[src/rtl/alu_xor_ctrl.sv]
// Two-requester arbiter and sequencer for the 8-bit XOR/compare ALU slice, plus the G/E/Z flag register.
// Define ALU_XOR_CTRL_RR_EN for round-robin arbitration; otherwise req0 has fixed priority.
module alu_xor_ctrl #(
   parameter int W = 8
) (
   input  logic         clk,
   input  logic         rst,
   input  logic         req0,
   input  logic         req1,
   input  logic [1:0]   op0,
   input  logic [1:0]   op1,
   input  logic [W-1:0] a0,
   input  logic [W-1:0] b0,
   input  logic [W-1:0] a1,
   input  logic [W-1:0] b1,
   output logic         ack0,
   output logic         ack1,
   output logic         done0,
   output logic         done1,
   output logic [W-1:0] res,
   output logic         gr_f,
   output logic         eq_f,
   output logic         z_f,
   output logic         err,
   output logic         busy
);

   typedef enum logic [1:0] {
      S_IDLE = 2'd0,
      S_EXEC = 2'd1,
      S_DONE = 2'd2
   } state_t;

   localparam logic [1:0] OP_XOR  = 2'b00;
   localparam logic [1:0] OP_CMP  = 2'b01;
   localparam logic [1:0] OP_CLRF = 2'b10;

   state_t         state_q;
   logic           ack0_q, ack1_q, done0_q, done1_q, err_q, busy_q;
   logic [W-1:0]   res_q;
   logic           gr_q, eq_q, z_q;
   logic           owner_q;
`ifdef ALU_XOR_CTRL_RR_EN
   logic           rr_ptr_q;
`endif

   logic [1:0]     op_q;
   logic [W-1:0]   a_q, b_q;

   logic           gnt_vld;
   logic           gnt_idx;
   logic [1:0]     op_d;
   logic [W-1:0]   a_d, b_d;

   logic [W-1:0]   res_d;
   logic           gr_d, eq_d, z_d, err_d;

   // Unsigned magnitude compare scanning from the MSB: the first differing bit decides.
   function automatic logic f_gt(input logic [W-1:0] a, input logic [W-1:0] b);
      logic decided;
      logic gt;
      decided = 1'b0;
      gt      = 1'b0;
      for (int i = W - 1; i >= 0; i--) begin
         if (!decided && (a[i] != b[i])) begin
            decided = 1'b1;
            gt      = a[i];
         end
      end
      return gt;
   endfunction

   function automatic logic f_is_zero(input logic [W-1:0] v);
      return (v == '0);
   endfunction

   always_comb begin
      gnt_vld = req0 | req1;
`ifdef ALU_XOR_CTRL_RR_EN
      gnt_idx = (req0 && req1) ? rr_ptr_q : req1;
`else
      gnt_idx = ~req0;
`endif
      op_d = gnt_idx ? op1 : op0;
      a_d  = gnt_idx ? a1  : a0;
      b_d  = gnt_idx ? b1  : b0;
   end

   always_comb begin
      res_d = res_q;
      gr_d  = gr_q;
      eq_d  = eq_q;
      z_d   = z_q;
      err_d = 1'b0;
      case (op_q)
         OP_XOR: begin
            res_d = a_q ^ b_q;
            z_d   = f_is_zero(a_q ^ b_q);
         end
         OP_CMP: begin
            gr_d = f_gt(a_q, b_q);
            eq_d = (a_q == b_q);
            z_d  = (a_q == b_q);
         end
         OP_CLRF: begin
            gr_d = 1'b0;
            eq_d = 1'b0;
            z_d  = 1'b0;
         end
         default: err_d = 1'b1;
      endcase
   end

   // Operands are pure data; they are only meaningful after a grant, so they carry no reset.
   always_ff @(posedge clk) begin
      if (state_q == S_IDLE && gnt_vld) begin
         op_q <= op_d;
         a_q  <= a_d;
         b_q  <= b_d;
      end
   end

   always_ff @(posedge clk or posedge rst) begin
      if (rst) begin
         state_q <= S_IDLE;
         ack0_q  <= 1'b0;
         ack1_q  <= 1'b0;
         done0_q <= 1'b0;
         done1_q <= 1'b0;
         err_q   <= 1'b0;
         busy_q  <= 1'b0;
         res_q   <= '0;
         gr_q    <= 1'b0;
         eq_q    <= 1'b0;
         z_q     <= 1'b0;
         owner_q <= 1'b0;
`ifdef ALU_XOR_CTRL_RR_EN
         rr_ptr_q <= 1'b0;
`endif
      end else begin
         ack0_q  <= 1'b0;
         ack1_q  <= 1'b0;
         done0_q <= 1'b0;
         done1_q <= 1'b0;
         err_q   <= 1'b0;
         case (state_q)
            S_IDLE: begin
               if (gnt_vld) begin
                  state_q <= S_EXEC;
                  busy_q  <= 1'b1;
                  owner_q <= gnt_idx;
                  ack0_q  <= ~gnt_idx;
                  ack1_q  <= gnt_idx;
`ifdef ALU_XOR_CTRL_RR_EN
                  rr_ptr_q <= ~gnt_idx;
`endif
               end
            end
            S_EXEC: begin
               state_q <= S_DONE;
               res_q   <= res_d;
               gr_q    <= gr_d;
               eq_q    <= eq_d;
               z_q     <= z_d;
               err_q   <= err_d;
               done0_q <= ~owner_q;
               done1_q <= owner_q;
            end
            S_DONE: begin
               state_q <= S_IDLE;
               busy_q  <= 1'b0;
            end
            default: begin
               state_q <= S_IDLE;
               busy_q  <= 1'b0;
            end
         endcase
      end
   end

   assign ack0  = ack0_q;
   assign ack1  = ack1_q;
   assign done0 = done0_q;
   assign done1 = done1_q;
   assign res   = res_q;
   assign gr_f  = gr_q;
   assign eq_f  = eq_q;
   assign z_f   = z_q;
   assign err   = err_q;
   assign busy  = busy_q;

endmodule
[config.mk]
export PLATFORM = sky130hd
export DESIGN_NAME = alu_xor_ctrl
export DESIGN_NICKNAME = d
export VERILOG_FILES = /design/src/rtl/alu_xor_ctrl.sv
export SDC_FILE = /design/constraint.sdc
export NUM_CORES = 1
export LEC_CHECK = 0
export ABC_AREA = 1
export BUFFER_PORTS_ARGS = -buffer_cell sky130_fd_sc_hd__buf_2
export CORE_MARGIN = 8
export CORE_UTILIZATION = 40
export DETAILED_ROUTE_END_ITERATION = 16
export PLACE_DENSITY_LB_ADDON = 0.3
export SETUP_SLACK_MARGIN = 0.4
export SYNTH_ARGS = -nofsm -noshare
export SYNTH_HDL_FRONTEND = slang
export SYNTH_SLANG_ARGS = --single-unit
export TNS_END_PERCENT = 100
[constraint.sdc]
create_clock -name clk -period 2.4 [get_ports clk]
set_input_delay 0.12 -clock clk [delete_from_list [all_inputs] [get_ports clk]]
set_output_delay 0.12 -clock clk [all_outputs]
set_load 0.005 [all_outputs]
# Yosys cells after proc, flatten, opt, wreduce, memory -nomap -nowiden
# Cells that the tools add are included.
[word_totals]
register_bits = 38
in_bits = 40
out_inout_bits = 17
wordCells = 99
[op_classes]
eq_ne = 13
muxes = 40
bitwise = 5
n_reduce_logical = 26
[op_table]
columns = ["op", "count"]
rows = [
  ["$mux 1", 31],
  ["$mux 8", 2],
  ["$reduce_and 2->1", 5],
  ["$eq 8x8->1", 1],
  ["$logic_and 1x1->1", 8],
  ["$logic_not 8->1", 1],
  ["$ne 1x1->1", 8],
  ["$xor 8x8->8", 1],
  ["$logic_not 1->1", 7],
  ["$pmux 1 s2", 3],
  ["$eq 2x1->1 const B", 2],
  ["$logic_not 2->1", 2],
  ["$mux 2", 2],
  ["$pmux 2 s2", 1],
  ["$not 1->1", 3],
  ["$pmux 1 s3", 1],
  ["$reduce_bool 3->1", 1],
  ["$reduce_or 3->1", 1],
  ["$eq 2x2->1 const B", 1],
  ["$ne 2x2->1 const B", 1],
  ["$reduce_bool 2->1", 1],
  ["$or 1x1->1", 1],
]

# Longest topological paths before layout
# Gate-level depths: netlist (run 1).
[logic_depth]
word_depth = 31
ltp_mapped = 14

# Worst setup path after synthesis (run 1)
# Ideal clock, no wire load.
[synth_path]
path_type = "reg2reg"
startpoint = "register state_q[1]"
endpoint = "register a_q[0] (enable)"
arrival_ns = 1.029
path_slack_ns = 0.998
stages_incl_launch_ff = 4
synth_period_minus_slack_ns = 1.402
cell_sequence = "dfrtp_1 > nor2_1 > o21ai_0 > inv_1"
[synth_between]
elab_chain_cells = 2
[synth_lines]
columns = ["element", "line", "source"]
rows = [
  ["from (decl)", "38", "state_t state_q;"],
  ["from (signal assigned)", "125", "state_q <= S_IDLE;"],
  ["from (signal assigned)", "149", "state_q <= S_EXEC;"],
  ["from (signal assigned)", "160", "state_q <= S_DONE;"],
  ["$logic_not 2->1", "116", "if (state_q == S_IDLE && gnt_vld) begin"],
  ["$logic_and 1x1->1", "116", ""],
  ["to (signal assigned)", "118", "a_q <= a_d;"],
  ["to (decl)", "48", "logic [W-1:0] a_q, b_q;"],
]
# Every way passes these cells.
# A chain may end at the register's enable or synchronous reset.

# Final worst setup path (run 1)
[layout_path]
startpoint = "register state_q[1]"
endpoint = "register op_q[1] (enable)"
[layout_between]
elab_chain_cells = 2
[layout_lines]
columns = ["element", "line", "source"]
rows = [
  ["$logic_not 2->1", "116", ""],
  ["$logic_and 1x1->1", "116", ""],
  ["to (signal assigned)", "117", "op_q <= op_d;"],
  ["to (decl)", "47", "logic [1:0] op_q;"],
]
# Every way passes these cells.

==> impl_table.tex, run 1 <==
\begin{tabular}{lr}
\hline
Metric & Value \\
\hline
\multicolumn{2}{l}{\textbf{Clock tree}} \\
\quad Worst-Skew Late Latency & 0.29 ns \\
\quad Number of clock buffers inserted by TritonCTS & 5 \\
\quad Post-CTS Repair Setup Buffers & 0 \\
\quad Maximum buffer depth of the clock tree & 2 \\
\quad CTS root buffer & clkbuf\_8 \\
\quad CTS sink count & 38 \\
\quad H-tree levels & 2 \\
\quad CTS tree & built \\
\quad Clock transition at the register clock pins on the worst setup and hold paths after CTS & roughly 0.07 ns \\
\multicolumn{2}{l}{\textbf{Floorplan}} \\
\quad Core area & around 4400 um\^{}2 \\
\quad Num ports & between 50 and 60 \\
\quad Initial Utilization & around two fifths \\
\quad Chip Height & $\sim$84 um \\
\quad Die area & $\sim$7000 um\^{}2 \\
\quad Die Width & between 80 and 90 um \\
\quad Count of standard-cell rows & 24 \\
\multicolumn{2}{l}{\textbf{Placement}} \\
\quad Dpl hpwl & around 2800 um \\
\quad Number of input and output port buffers inserted & 56 \\
\quad Weighted congestion at the end of routability-driven global placement & approximately 0.76 \\
\multicolumn{2}{l}{\textbf{Timing}} \\
\quad Unrepaired setup endpoints after global routing & false \\
\quad Slew Limit Fails & 0 \\
\quad Final worst hold slack & 0.0988 ns \\
\quad Transition time of the tightest slew-check pin & roughly 0.72 ns \\
\quad Highest clock rate & around 630 MHz \\
\quad Crit path time final & $\sim$1.6 ns \\
\quad Hold Violations, Final & 0 \\
\quad Slew Limit Headroom & 51.7\% \\
\quad Final period utilization & $\sim$66\% \\
\quad Setup violators final & 0 \\
\quad Summed negative setup slack over all endpoints & 0 ns \\
\quad Final Skew & approximately 0.0048 ns \\
\multicolumn{2}{l}{\textbf{Synth}} \\
\quad Number of unique standard cell types used by synthesis & 25 \\
\quad Flop and latch count out of synthesis & 38 \\
\quad Number of warnings issued by yosys & 0 \\
\quad Post-synth net total & 260 \\
\quad Cell Area, Synth & between 1500 and 2000 um\^{}2 \\
\quad Count of mapped cells out of synthesis & between 200 and 250 \\
\quad Portion of the post-synthesis area used by sequential elements & a little under three fifths \\
\quad Average size of a mapped cell & 8.50 um\^{}2 \\
\multicolumn{2}{l}{\textbf{Final layout}} \\
\quad Post-route core utilization & between 50 and 60\% \\
\quad Fill cell count & about 430 \\
\quad P\&R area growth vs syn & 22.9\% \\
\quad Nets@finish & 320 \\
\quad Share of layout cells above drive strength 1 & 25.4\% \\
\quad Number of antenna cells inserted & 0 \\
\multicolumn{2}{l}{\textbf{Drt}} \\
\quad Vias after detailed routing & roughly 1.4k \\
\quad Remaining antenna violation count & 0 \\
\quad Number of design rule violations left after detail routing & 0 \\
\quad Total length of routed wires & around 3600 um \\
\quad Router iterations before antenna repair & 4 \\
\quad Routed wirelength normalized by instance count & between 10 and 15 um \\
\quad DR vias/cell & approximately 4.4 \\
\quad Starting DRC count in detailed routing & $\sim$110 \\
\multicolumn{2}{l}{\textbf{Critical path}} \\
\quad Category of the most critical setup path & reg -> reg \\
\quad Critical path data required time & about 2.3 ns \\
\quad Arr. time, crit path & roughly 1.5 ns \\
\quad Critical path launch point type & register \\
\quad Cell-by-cell listing of the critical path & nor2\_1 -> o21ai\_0 -> inv\_1 \\
\quad Endpoint type of the worst setup path & register \\
\quad Critical-path cell with the highest stage delay & inv\_1 \\
\quad Largest fanout on the critical path & 18 \\
\quad Critical Path Max Stage Delay & 0.51 ns \\
\multicolumn{2}{l}{\textbf{Hold path}} \\
\quad HP Class & in -> reg \\
\multicolumn{2}{l}{\textbf{Power and ir drop}} \\
\quad P\_leak & 1.24 nW \\
\quad Worst voltage drop across the vdd grid & just under 0.6 mV \\
\quad Power density of the placed cells & roughly 980 nW/um\^{}2 \\
\multicolumn{2}{l}{\textbf{GRT}} \\
\quad Via count of the first global-routing pass & roughly 1.5k \\
\quad Met1 track demand over resource & 13.0\% \\
\quad Wire length of the first global-routing pass & around 6400 um \\
\quad Antenna violations before repair & 0 \\
\quad Global-route track usage on met2 & about 17\% \\
\quad Total track usage & a little over a tenth \\
\quad Met3 Resource Use GR & 3.03\% \\
\quad Total overflow reported by the global router & 0 \\
\quad Maximum number of pins on one net before global-route repair & 22 \\
\quad GR peak layer & met2 \\
\multicolumn{2}{l}{\textbf{Job}} \\
\quad Max-capacitance violation count & 0 \\
\multicolumn{2}{l}{\textbf{Run status}} \\
\quad Run status & finished clean \\
\hline
\end{tabular}
[critical path: cells and delay by family (launching register included)]
| family | cells | cell delay (ns) |
|---|---|---|
| buffers and inverters | 1 | 0.51 |
| AO/OA/AOI/OAI | 1 | 0.12 |
| AND/OR/NAND/NOR | 1 | 0.16 |
| flip-flops | 1 | 0.43 |
[stage by stage]
step	instances	cell area [um^2]	power, W	setup WS, ns
2_1_floorplan	215	1830	0.00155	0.998
3_3_place_gp	319	2160	0.00179	0.878
3_5_place_dp	319	2160	0.00181	0.816
4_1_cts	328	2250	0.00223	0.805
5_1_grt	328	2250	0.00239	0.726
6_report	328	2250	0.00219	0.814
[synthesized netlist by cell type, drive strengths merged]
cell type | instances | share of area, %
edfxtp | 18 | 30
nand4 | 1 | 0.34
o21ai | 14 | 3.8
clkbuf | 1 | 0.21
nor3b | 1 | 0.41
a21oi | 1 | 0.27
clkinv | 1 | 0.21
nor3 | 2 | 1.2
dfrtp | 20 | 27
nand2 | 93 | 19
inv | 29 | 6.0
or2 | 2 | 0.68
nand3 | 3 | 0.82
nor2 | 19 | 4.7
o211ai | 1 | 0.41
ha | 5 | 3.4
xnor2 | 1 | 0.48
buf | 3 | 0.75
[power by group]
group	switching, W	leakage [nW]	internal, W	total, W
clock	0.000212	0.0426	0.000200	0.000412
sequential	0.000105	0.432	0.000942	0.00105
combinational	0.000456	0.768	0.000280	0.000735
[placed cells by master, fill, tap and decap left out, types with 2 or more instances in the layout]
cell,instances
nor2_1,17
dfrtp_1,20
nand2_1,91
nand3_1,3
o21ai_1,3
inv_2,2
ha_1,5
edfxtp_1,18
o21ai_0,11
buf_2,56
nor2_4,2
inv_1,27
clkbuf_8,5
clkinv_1,2
nand2_2,2
[kinds of logic after synthesis]
kind of cell	Yosys count	share of synthesized area, %
and+or+nand+nor	121	27.5
DFF	38	56.9
buffers and inverters	34	7.12
AOI/OAI and AO/OA	16	4.52
adders and majority gates	5	3.42
xor gates and xnor gates	1	0.479
[state kept, by name, indices dropped and copies added, names as in the netlist]
register / cells
a_q: 8
b_q: 8
res: 8
op_q: 2
state_q: 2
ack0: 1
ack1: 1
busy: 1
done0: 1
done1: 1
eq_f: 1
err: 1
gr_f: 1
owner_q: 1
z_f: 1
[layout make-up]
class                   instances  area (um^2)  area share [%]
flip-flops and latches         38         1040            46.3
repair buffers                 57          290            12.9
clock buffers                   6         72.6            3.23
inverters                      30          113            5.01
well taps                      52         65.1            2.90
multi-input cells             143          657            29.2
clock inverters                 2         8.76           0.390
[metal layers]
metal	vias up	part of all wire, %
met2	39	44
li1	782	-
met4	0	2.0
met1	609	49
met5	-	0
met3	7	4.8
[path summary, 6_finish.rpt]
path,cells past startpoint,start,slack (ns),endpoint
min in group asynchronous,3,rst,0.49,z_f$_DFFE_PP0P_
max reg2reg,3,state_q[1]$_DFFE_PP0N_,0.81,op_q[1]$_DFFE_PP_
min,3,a1[5],0.1,a_q[5]$_DFFE_PP_
max,3,state_q[1]$_DFFE_PP0N_,0.81,op_q[1]$_DFFE_PP_
min reg2reg,1,owner_q$_DFFE_PP0P_,0.43,done0$_DFF_PP0_
max in group asynchronous,3,rst,1.46,state_q[0]$_DFFE_PP0N_
[what timing repair did]
item	CTS	global route
endpoints found under the hold margin	20	0
hold buffers	1	0
resized for setup	0	0
Power figures use the tool's default switching activity.
==> run 2: changes to the inputs <==
==> constraint.sdc (replaced) <==
create_clock -name clk -period 1.5 [get_ports clk]
set_input_delay 0.075 -clock clk [delete_from_list [all_inputs] [get_ports clk]]
set_output_delay 0.075 -clock clk [all_outputs]
set_load 0.005 [all_outputs]
==> run 2 against run 1 <==
  * Largest cell class unchanged
  * Clock power increased by 66%
  * Clock skew increased by 0.0028 ns
  * Critical path depth increased by 5
  * Via count increased by 6.3%
  * Sequential power increased by 61%
  * Combinational power increased by 140%
==> impl_table.tex, run 2 (synthesized netlist as in run 1, its figures left out) <==
\begin{tabular}{lr}
\hline
Metric & Value \\
\hline
\multicolumn{2}{l}{\textbf{Drt}} \\
\quad DR vias/cell & about 4.5 \\
\quad Total length of routed wires & 3890 um \\
\quad Vias after detailed routing & approximately 1.5k \\
\quad Starting DRC count in detailed routing & 38 \\
\quad Routed wirelength normalized by instance count & roughly 11 um \\
\quad Router iterations before antenna repair & 6 \\
\quad Number of design rule violations left after detail routing & 0 \\
\quad Remaining antenna violation count & 0 \\
\multicolumn{2}{l}{\textbf{Floorplan}} \\
\quad Die area & between 6000 and 7000 um\^{}2 \\
\quad Num ports & 57 \\
\quad Die Width & 83.6 um \\
\quad Core area & 4380 um\^{}2 \\
\quad Initial Utilization & a little over two fifths \\
\quad Chip Height & between 80 and 90 um \\
\quad Count of standard-cell rows & 24 \\
\multicolumn{2}{l}{\textbf{GRT}} \\
\quad Antenna violations before repair & 0 \\
\quad Total track usage & between 10 and 15\% \\
\quad Total overflow reported by the global router & 0 \\
\quad Wire length of the first global-routing pass & approximately 6800 um \\
\quad Maximum number of pins on one net before global-route repair & 22 \\
\quad Via count of the first global-routing pass & 1576 \\
\multicolumn{2}{l}{\textbf{Timing}} \\
\quad Highest clock rate & 715 MHz \\
\quad Final Skew & approximately 0.0076 ns \\
\quad Slew Limit Headroom & 71.7\% \\
\quad Setup violators final & 0 \\
\quad Final period utilization & between 90 and 100\% \\
\quad Slew Limit Fails & 0 \\
\quad Crit path time final & roughly 1.4 ns \\
\quad Transition time of the tightest slew-check pin & around 0.42 ns \\
\quad Summed negative setup slack over all endpoints & 0 ns \\
\quad Unrepaired setup endpoints after global routing & true \\
\quad Final worst hold slack & between 0.04 and 0.05 ns \\
\quad Hold Violations, Final & 0 \\
\multicolumn{2}{l}{\textbf{Job}} \\
\quad Max-capacitance violation count & 0 \\
\multicolumn{2}{l}{\textbf{Critical path}} \\
\quad Critical Path Max Stage Delay & 0.41 ns \\
\quad Crit-path most repeated cell & nand2\_1 \\
\quad Top cell family by delay on the critical path & simple AND/OR/NAND/NOR gates \\
\quad Category of the most critical setup path & reg -> reg \\
\quad Buf+Inv Stages, Crit Path & 0 \\
\quad Arr. time, crit path & 1.59 ns \\
\quad Endpoint type of the worst setup path & register \\
\quad Largest fanout on the critical path & 6 \\
\quad Critical path data required time & $\sim$1.7 ns \\
\quad Critical-path cell with the highest stage delay & edfxtp\_1 \\
\quad Cell-by-cell listing of the critical path & ha\_4 -> nand2\_2 -> nor3\_4 -> o21ai\_1 -> nand2\_1 -> nand2\_1 -> nand2\_1 -> nand2\_1 \\
\quad Critical path launch point type & register \\
\multicolumn{2}{l}{\textbf{Power and ir drop}} \\
\quad P\_leak & roughly 1.3 nW \\
\quad Clock power frac & 16.5\% \\
\quad Final Power & 0.00413 W \\
\quad Portion of total power attributed to combinational logic & a little over two fifths \\
\quad Portion of total power attributed to sequential cells & 40.8\% \\
\quad Switch Pwr & $\sim$0.0016 W \\
\quad Worst voltage drop across the vdd grid & 0.689 mV \\
\quad Cell-internal power & $\sim$0.0026 W \\
\quad Power density of the placed cells & about 1700 nW/um\^{}2 \\
\quad Share of total power consumed by net switching & around 38\% \\
\multicolumn{2}{l}{\textbf{Final layout}} \\
\quad Number of antenna cells inserted & 0 \\
\quad Leading cell type in the layout, fill and taps excluded & nand2\_1 \\
\quad Multi-input logic area & 783 um\^{}2 \\
\quad Nets@finish & 333 \\
\quad Commonest cells after routing, fill and taps aside & nand2\_1 (82), buf\_2 (56), inv\_1 (21) \\
\quad P\&R area growth vs syn & 36.5\% \\
\quad Register area & around 1000 um\^{}2 \\
\quad Share of layout cells above drive strength 1 & 37.4\% \\
\quad Post-route core utilization & 56.9\% \\
\quad Fill cell count & 399 \\
\multicolumn{2}{l}{\textbf{Placement}} \\
\quad Weighted congestion at the end of routability-driven global placement & 0.781 \\
\quad Number of input and output port buffers inserted & 56 \\
\quad Dpl hpwl & about 2800 um \\
\multicolumn{2}{l}{\textbf{Run status}} \\
\quad Run status & finished clean \\
\multicolumn{2}{l}{\textbf{Clock tree}} \\
\quad Maximum buffer depth of the clock tree & 2 \\
\quad CTS sink count & 38 \\
\quad CTS tree & built \\
\quad Worst-Skew Late Latency & 0.29 ns \\
\quad Number of clock buffers inserted by TritonCTS & 5 \\
\quad CTS root buffer & clkbuf\_8 \\
\quad Clock transition at the register clock pins on the worst setup and hold paths after CTS & 0.07 ns \\
\quad H-tree levels & 2 \\
\multicolumn{2}{l}{\textbf{Hold path}} \\
\quad HP Class & in -> reg \\
\hline
\end{tabular}
run 2: cell types whose count changed in the layout (fill, tap and decap cells not counted), moves of 3 or more:
cell	change
o21ai_0	-6
o21ai_1	+3
clkinvlp_4	+3
inv_2	+4
nand2_1	-9
inv_1	-6
buf_4	+6
nand2_2	+8
run 2: worst reg2reg max path: stages (launching register included):
cell and delay, ns:
edfxtp_1 0.41, ha_4 0.33, nand2_2 0.07, nor3_4 0.19, o21ai_1 0.09, nand2_1 0.07
nand2_1 0.04, nand2_1 0.05, nand2_1 0.05
run 2: metal layers:
layer / part of all wire, % / GRT usage [%] / up-vias
li1: - / - / 814
met1: 48 / 13.5 / 659
met2: 45 / 18.5 / 49
met3: 4.8 / 3.71 / 5
met4: 2.2 / 5.65 / 0
met5: 0 / 0 / -
run 2: stage by stage:
| stage | cell area, um^2 | setup slack (ns) | cells |
|---|---|---|---|
| finish | 2490 | 0.101 | 341 |
| global route | 2490 | -0.0344 | 341 |
| CTS | 2400 | 0.106 | 340 |
| detailed placement | 2190 | 0.135 | 321 |
| global placement | 2190 | 0.152 | 321 |
| floorplan | 1850 | 0.214 | 215 |
run 2: timing repair:
item                                    in CTS  in global routing
endpoints found under the setup margin      29                 32
gates resized for setup                     13                 29
setup buffers                                6                  1
cloned                                       4                  0
endpoints found under the hold margin       20                  0
pin swaps                                    4                  3
hold buffers                                 1                  0
run 2: final timing paths:
| path | slack [ns] | end | from | cells past startpoint |
|---|---|---|---|---|
| worst max-delay path | 0.10 | gr_f$_DFFE_PP0P_ | a_q[7]$_DFFE_PP_ | 8 |
| worst min-delay path | 0.04 | b_q[3]$_DFFE_PP_ | b1[3] | 3 |
| worst max register to register | 0.10 | gr_f$_DFFE_PP0P_ | a_q[7]$_DFFE_PP_ | 8 |
| worst min register to register | 0.42 | done0$_DFF_PP0_ | owner_q$_DFFE_PP0P_ | 1 |
| max in group asynchronous | 0.95 | res[5]$_DFFE_PP0P_ | rst | 4 |
| min in group asynchronous | 0.34 | res[0]$_DFFE_PP0P_ | rst | 4 |
run 2: power by group through the flow:
stage	clock, W	sequential (W)	combinational (W)
global placement	0	0.00169	0.00122
finish	0.000683	0.00169	0.00176
detailed placement	0	0.00170	0.00123
global route	0.000751	0.00173	0.00197
CTS	0.000711	0.00166	0.00156
floorplan	0	0.00170	0.000837
run 2: cell type report:
class | count | share of cell area, %
Sequential cell | 38 | 41.7
Multi-Input combinational cell | 144 | 31.4
Timing Repair Buffer | 66 | 14.9
Inverter | 30 | 5.02
Clock buffer | 6 | 2.91
Tap cell | 52 | 2.61
Timing Repair inverter | 3 | 0.802
Clock inverter | 2 | 0.602
==> run 3: changes to the inputs <==
--- a/config.mk
+++ b/config.mk
@@ -8,7 +8,7 @@
 export ABC_AREA = 1
 export BUFFER_PORTS_ARGS = -buffer_cell sky130_fd_sc_hd__buf_2
 export CORE_MARGIN = 8
-export CORE_UTILIZATION = 40
+export CORE_UTILIZATION = 50
 export DETAILED_ROUTE_END_ITERATION = 16
 export PLACE_DENSITY_LB_ADDON = 0.3
 export SETUP_SLACK_MARGIN = 0.4
==> run 3 against run 2 <==
  * Highest routed layer unchanged
  * Critical path depth rose by 5
  * Via count rose by 16%
  * Largest cell class unchanged
  * Cell area rose by 12%
  * Clock-buffer cell count fell by 1
  * First-iteration DRC count rose to 2.8 times the previous value
==> impl_table.tex, run 3 (synthesized netlist as in run 1, its figures left out) <==
\begin{tabular}{lr}
\hline
Metric & Value \\
\hline
\multicolumn{2}{l}{\textbf{Drt}} \\
\quad Remaining antenna violation count & 0 \\
\quad Total length of routed wires & 5270 um \\
\quad DR vias/cell & 4.77 \\
\quad Starting DRC count in detailed routing & $\sim$110 \\
\quad Router iterations before antenna repair & 4 \\
\quad Vias after detailed routing & approximately 1.8k \\
\quad Routed wirelength normalized by instance count & between 10 and 15 um \\
\quad Number of design rule violations left after detail routing & 0 \\
\multicolumn{2}{l}{\textbf{Clock tree}} \\
\quad Clock transition at the register clock pins on the worst setup and hold paths after CTS & about 0.12 ns \\
\quad Maximum buffer depth of the clock tree & 2 \\
\quad H-tree levels & 2 \\
\quad Worst-Skew Late Latency & between 0.3 and 0.4 ns \\
\quad CTS tree & built \\
\quad CTS sink count & 38 \\
\quad CTS root buffer & clkbuf\_4 \\
\quad Number of clock buffers inserted by TritonCTS & 5 \\
\multicolumn{2}{l}{\textbf{Power and ir drop}} \\
\quad Power density of the placed cells & around 1500 nW/um\^{}2 \\
\quad Cell-internal power & approximately 0.0027 W \\
\quad Portion of total power attributed to sequential cells & approximately two fifths \\
\quad Share of total power consumed by net switching & 37.3\% \\
\quad Worst voltage drop across the vdd grid & around 0.95 mV \\
\quad P\_leak & approximately 1.5 nW \\
\quad Portion of total power attributed to combinational logic & about 44\% \\
\quad Clock power frac & 16.0\% \\
\quad Switch Pwr & 0.00159 W \\
\multicolumn{2}{l}{\textbf{Timing}} \\
\quad Final Skew & around 0.011 ns \\
\quad Final period utilization & between 90\% and 100\% \\
\quad Hold Violations, Final & 0 \\
\quad Transition time of the tightest slew-check pin & between 0.4 and 0.5 ns \\
\quad Highest clock rate & about 700 MHz \\
\quad Crit path time final & approximately 1.4 ns \\
\quad Slew Limit Fails & 0 \\
\quad Setup violators final & 0 \\
\quad Unrepaired setup endpoints after global routing & true \\
\quad Slew Limit Headroom & a little over 70\% \\
\multicolumn{2}{l}{\textbf{Final layout}} \\
\quad Commonest cells after routing, fill and taps aside & nand2\_1 (86), buf\_2 (56), dlygate4sd3\_1 (32) \\
\quad P\&R area growth vs syn & 52.8\% \\
\quad Number of antenna cells inserted & 0 \\
\quad Share of layout cells above drive strength 1 & 33.9\% \\
\quad Number of standard cells in the layout, taps in and fillers out & 370 \\
\quad Nets@finish & roughly 370 \\
\quad Leading cell type in the layout, fill and taps excluded & nand2\_1 \\
\quad Cell area after layout & roughly 2800 um\^{}2 \\
\multicolumn{2}{l}{\textbf{Floorplan}} \\
\quad Core area & 3580 um\^{}2 \\
\quad Initial Utilization & 51.1\% \\
\quad Die Width & between 70 and 80 um \\
\quad Count of standard-cell rows & 22 \\
\quad Die area & 5850 um\^{}2 \\
\quad Chip Height & around 76 um \\
\quad Num ports & 57 \\
\multicolumn{2}{l}{\textbf{Hold path}} \\
\quad HP Class & in -> reg \\
\multicolumn{2}{l}{\textbf{Critical path}} \\
\quad Critical-path cell with the highest stage delay & edfxtp\_1 \\
\quad Critical Path Max Stage Delay & 0.45 ns \\
\quad Critical path launch point type & register \\
\quad Critical path data required time & roughly 1.8 ns \\
\quad Largest fanout on the critical path & 6 \\
\quad Endpoint type of the worst setup path & register \\
\quad Category of the most critical setup path & reg -> reg \\
\quad Buf+Inv Stages, Crit Path & 0 \\
\quad Crit-path most repeated cell & nand2\_1 \\
\quad Top cell family by delay on the critical path & simple AND/OR/NAND/NOR gates \\
\quad Arr. time, crit path & around 1.7 ns \\
\quad Cell-by-cell listing of the critical path & ha\_4 -> nand3\_2 -> nand2\_2 -> nand2\_1 -> nand2\_1 -> nand2\_1 -> nand2\_1 -> nand2\_1 -> nand2\_1 -> nand2\_1 -> nand2\_1 -> nand2\_1 -> nand2\_1 \\
\multicolumn{2}{l}{\textbf{Placement}} \\
\quad Number of input and output port buffers inserted & 56 \\
\quad Cells after DPL & between 300 and 400 \\
\quad Weighted congestion at the end of routability-driven global placement & between 0.7 and 0.8 \\
\quad Placed inst area & $\sim$2200 um\^{}2 \\
\quad Dpl hpwl & 2810 um \\
\multicolumn{2}{l}{\textbf{GRT}} \\
\quad Total overflow reported by the global router & 0 \\
\quad Antenna violations before repair & 0 \\
\quad Wire length of the first global-routing pass & 8190 um \\
\quad Total track usage & between 15 and 20\% \\
\quad Via count of the first global-routing pass & between 1.5k and 2k \\
\quad Maximum number of pins on one net before global-route repair & 22 \\
\multicolumn{2}{l}{\textbf{Run status}} \\
\quad Run status & finished clean \\
\multicolumn{2}{l}{\textbf{Job}} \\
\quad Max-capacitance violation count & 0 \\
\hline
\end{tabular}
run 3: cell count changes in the layout (fill, tap and decap cells not counted), sizes merged:
cell	delta
dlygate4sd3	+31
buf	+2
clkinvlp	-2
bufinv	+1
clkbuf	-1
clkinv	+1
inv	+1
run 3: final timing paths:
path / end / start / cells past startpoint / slack (ns)
min: b_q[0]$_DFFE_PP_ / b1[0] / 3 / 0.009
max reg2reg: gr_f$_DFFE_PP0P_ / a_q[7]$_DFFE_PP_ / 13 / 0.05
max: gr_f$_DFFE_PP0P_ / a_q[7]$_DFFE_PP_ / 13 / 0.05
min in group asynchronous: state_q[0]$_DFFE_PP0N_ / rst / 4 / 0.27
min reg2reg: done0$_DFF_PP0_ / owner_q$_DFFE_PP0P_ / 1 / 0.44
max in group asynchronous: state_q[1]$_DFFE_PP0N_ / rst / 4 / 1.01
run 3: cell type report:
cell class	count	area (um^2)
clock buffer	5	37.5
clock inverter	3	40.0
fill	231	786
inverter	30	120
multi-input combinational	144	771
sequential	38	1040
tap	48	60.1
timing repair buffer	99	702
timing repair inverter	3	20.0
run 3: per-layer routing:
layer | track usage (%) | share of wire, %
met5 | 0 | 0
met2 | 29.3 | 52
met1 | 18.3 | 38
met3 | 6.37 | 7.2
met4 | 8.65 | 2.3
run 3: power groups by stage:
stage | Sequential (W) | Clock (W) | Combinational, W
floorplan | 0.00170 | 0 | 0.000837
detailed placement | 0.00171 | 0 | 0.00123
global route | 0.00173 | 0.000731 | 0.00212
CTS | 0.00168 | 0.000692 | 0.00151
finish | 0.00170 | 0.000684 | 0.00189
global placement | 0.00169 | 0 | 0.00120
run 3: what timing repair did:
item	4_1_cts	5_1_grt
buffers inserted	4	5
pin swaps	3	11
setup endpoints to repair	29	31
resized for setup	10	28
endpoints found under the hold margin	37	1
hold buffers	31	1
cloned	3	1
run 3: worst register-to-register path: cells and delay by family (launching register included):
family | cells | cell delay, ns
AND/OR/NAND/NOR | 12 | 0.64
flip-flops | 1 | 0.45
adder cells (fa/ha/maj) | 1 | 0.33
run 3: stage by stage:
step / setup WS [ns] / setup TNS (ns) / total power [W] / hold slack (ns) / util [%]
after detailed placement: 0.109 / 0 / 0.00294 / 0.111 / 61.0
after floorplan: 0.214 / 0 / 0.00253 / 0.0388 / -
final: 0.0521 / 0 / 0.00427 / 0.00876 / 78.0
after global placement: 0.161 / 0 / 0.00289 / 0.104 / 61.0
after CTS: 0.0833 / 0 / 0.00389 / 0.00113 / 74.2
after global routing: -0.106 / -0.114 / 0.00458 / 0.00677 / 78.0
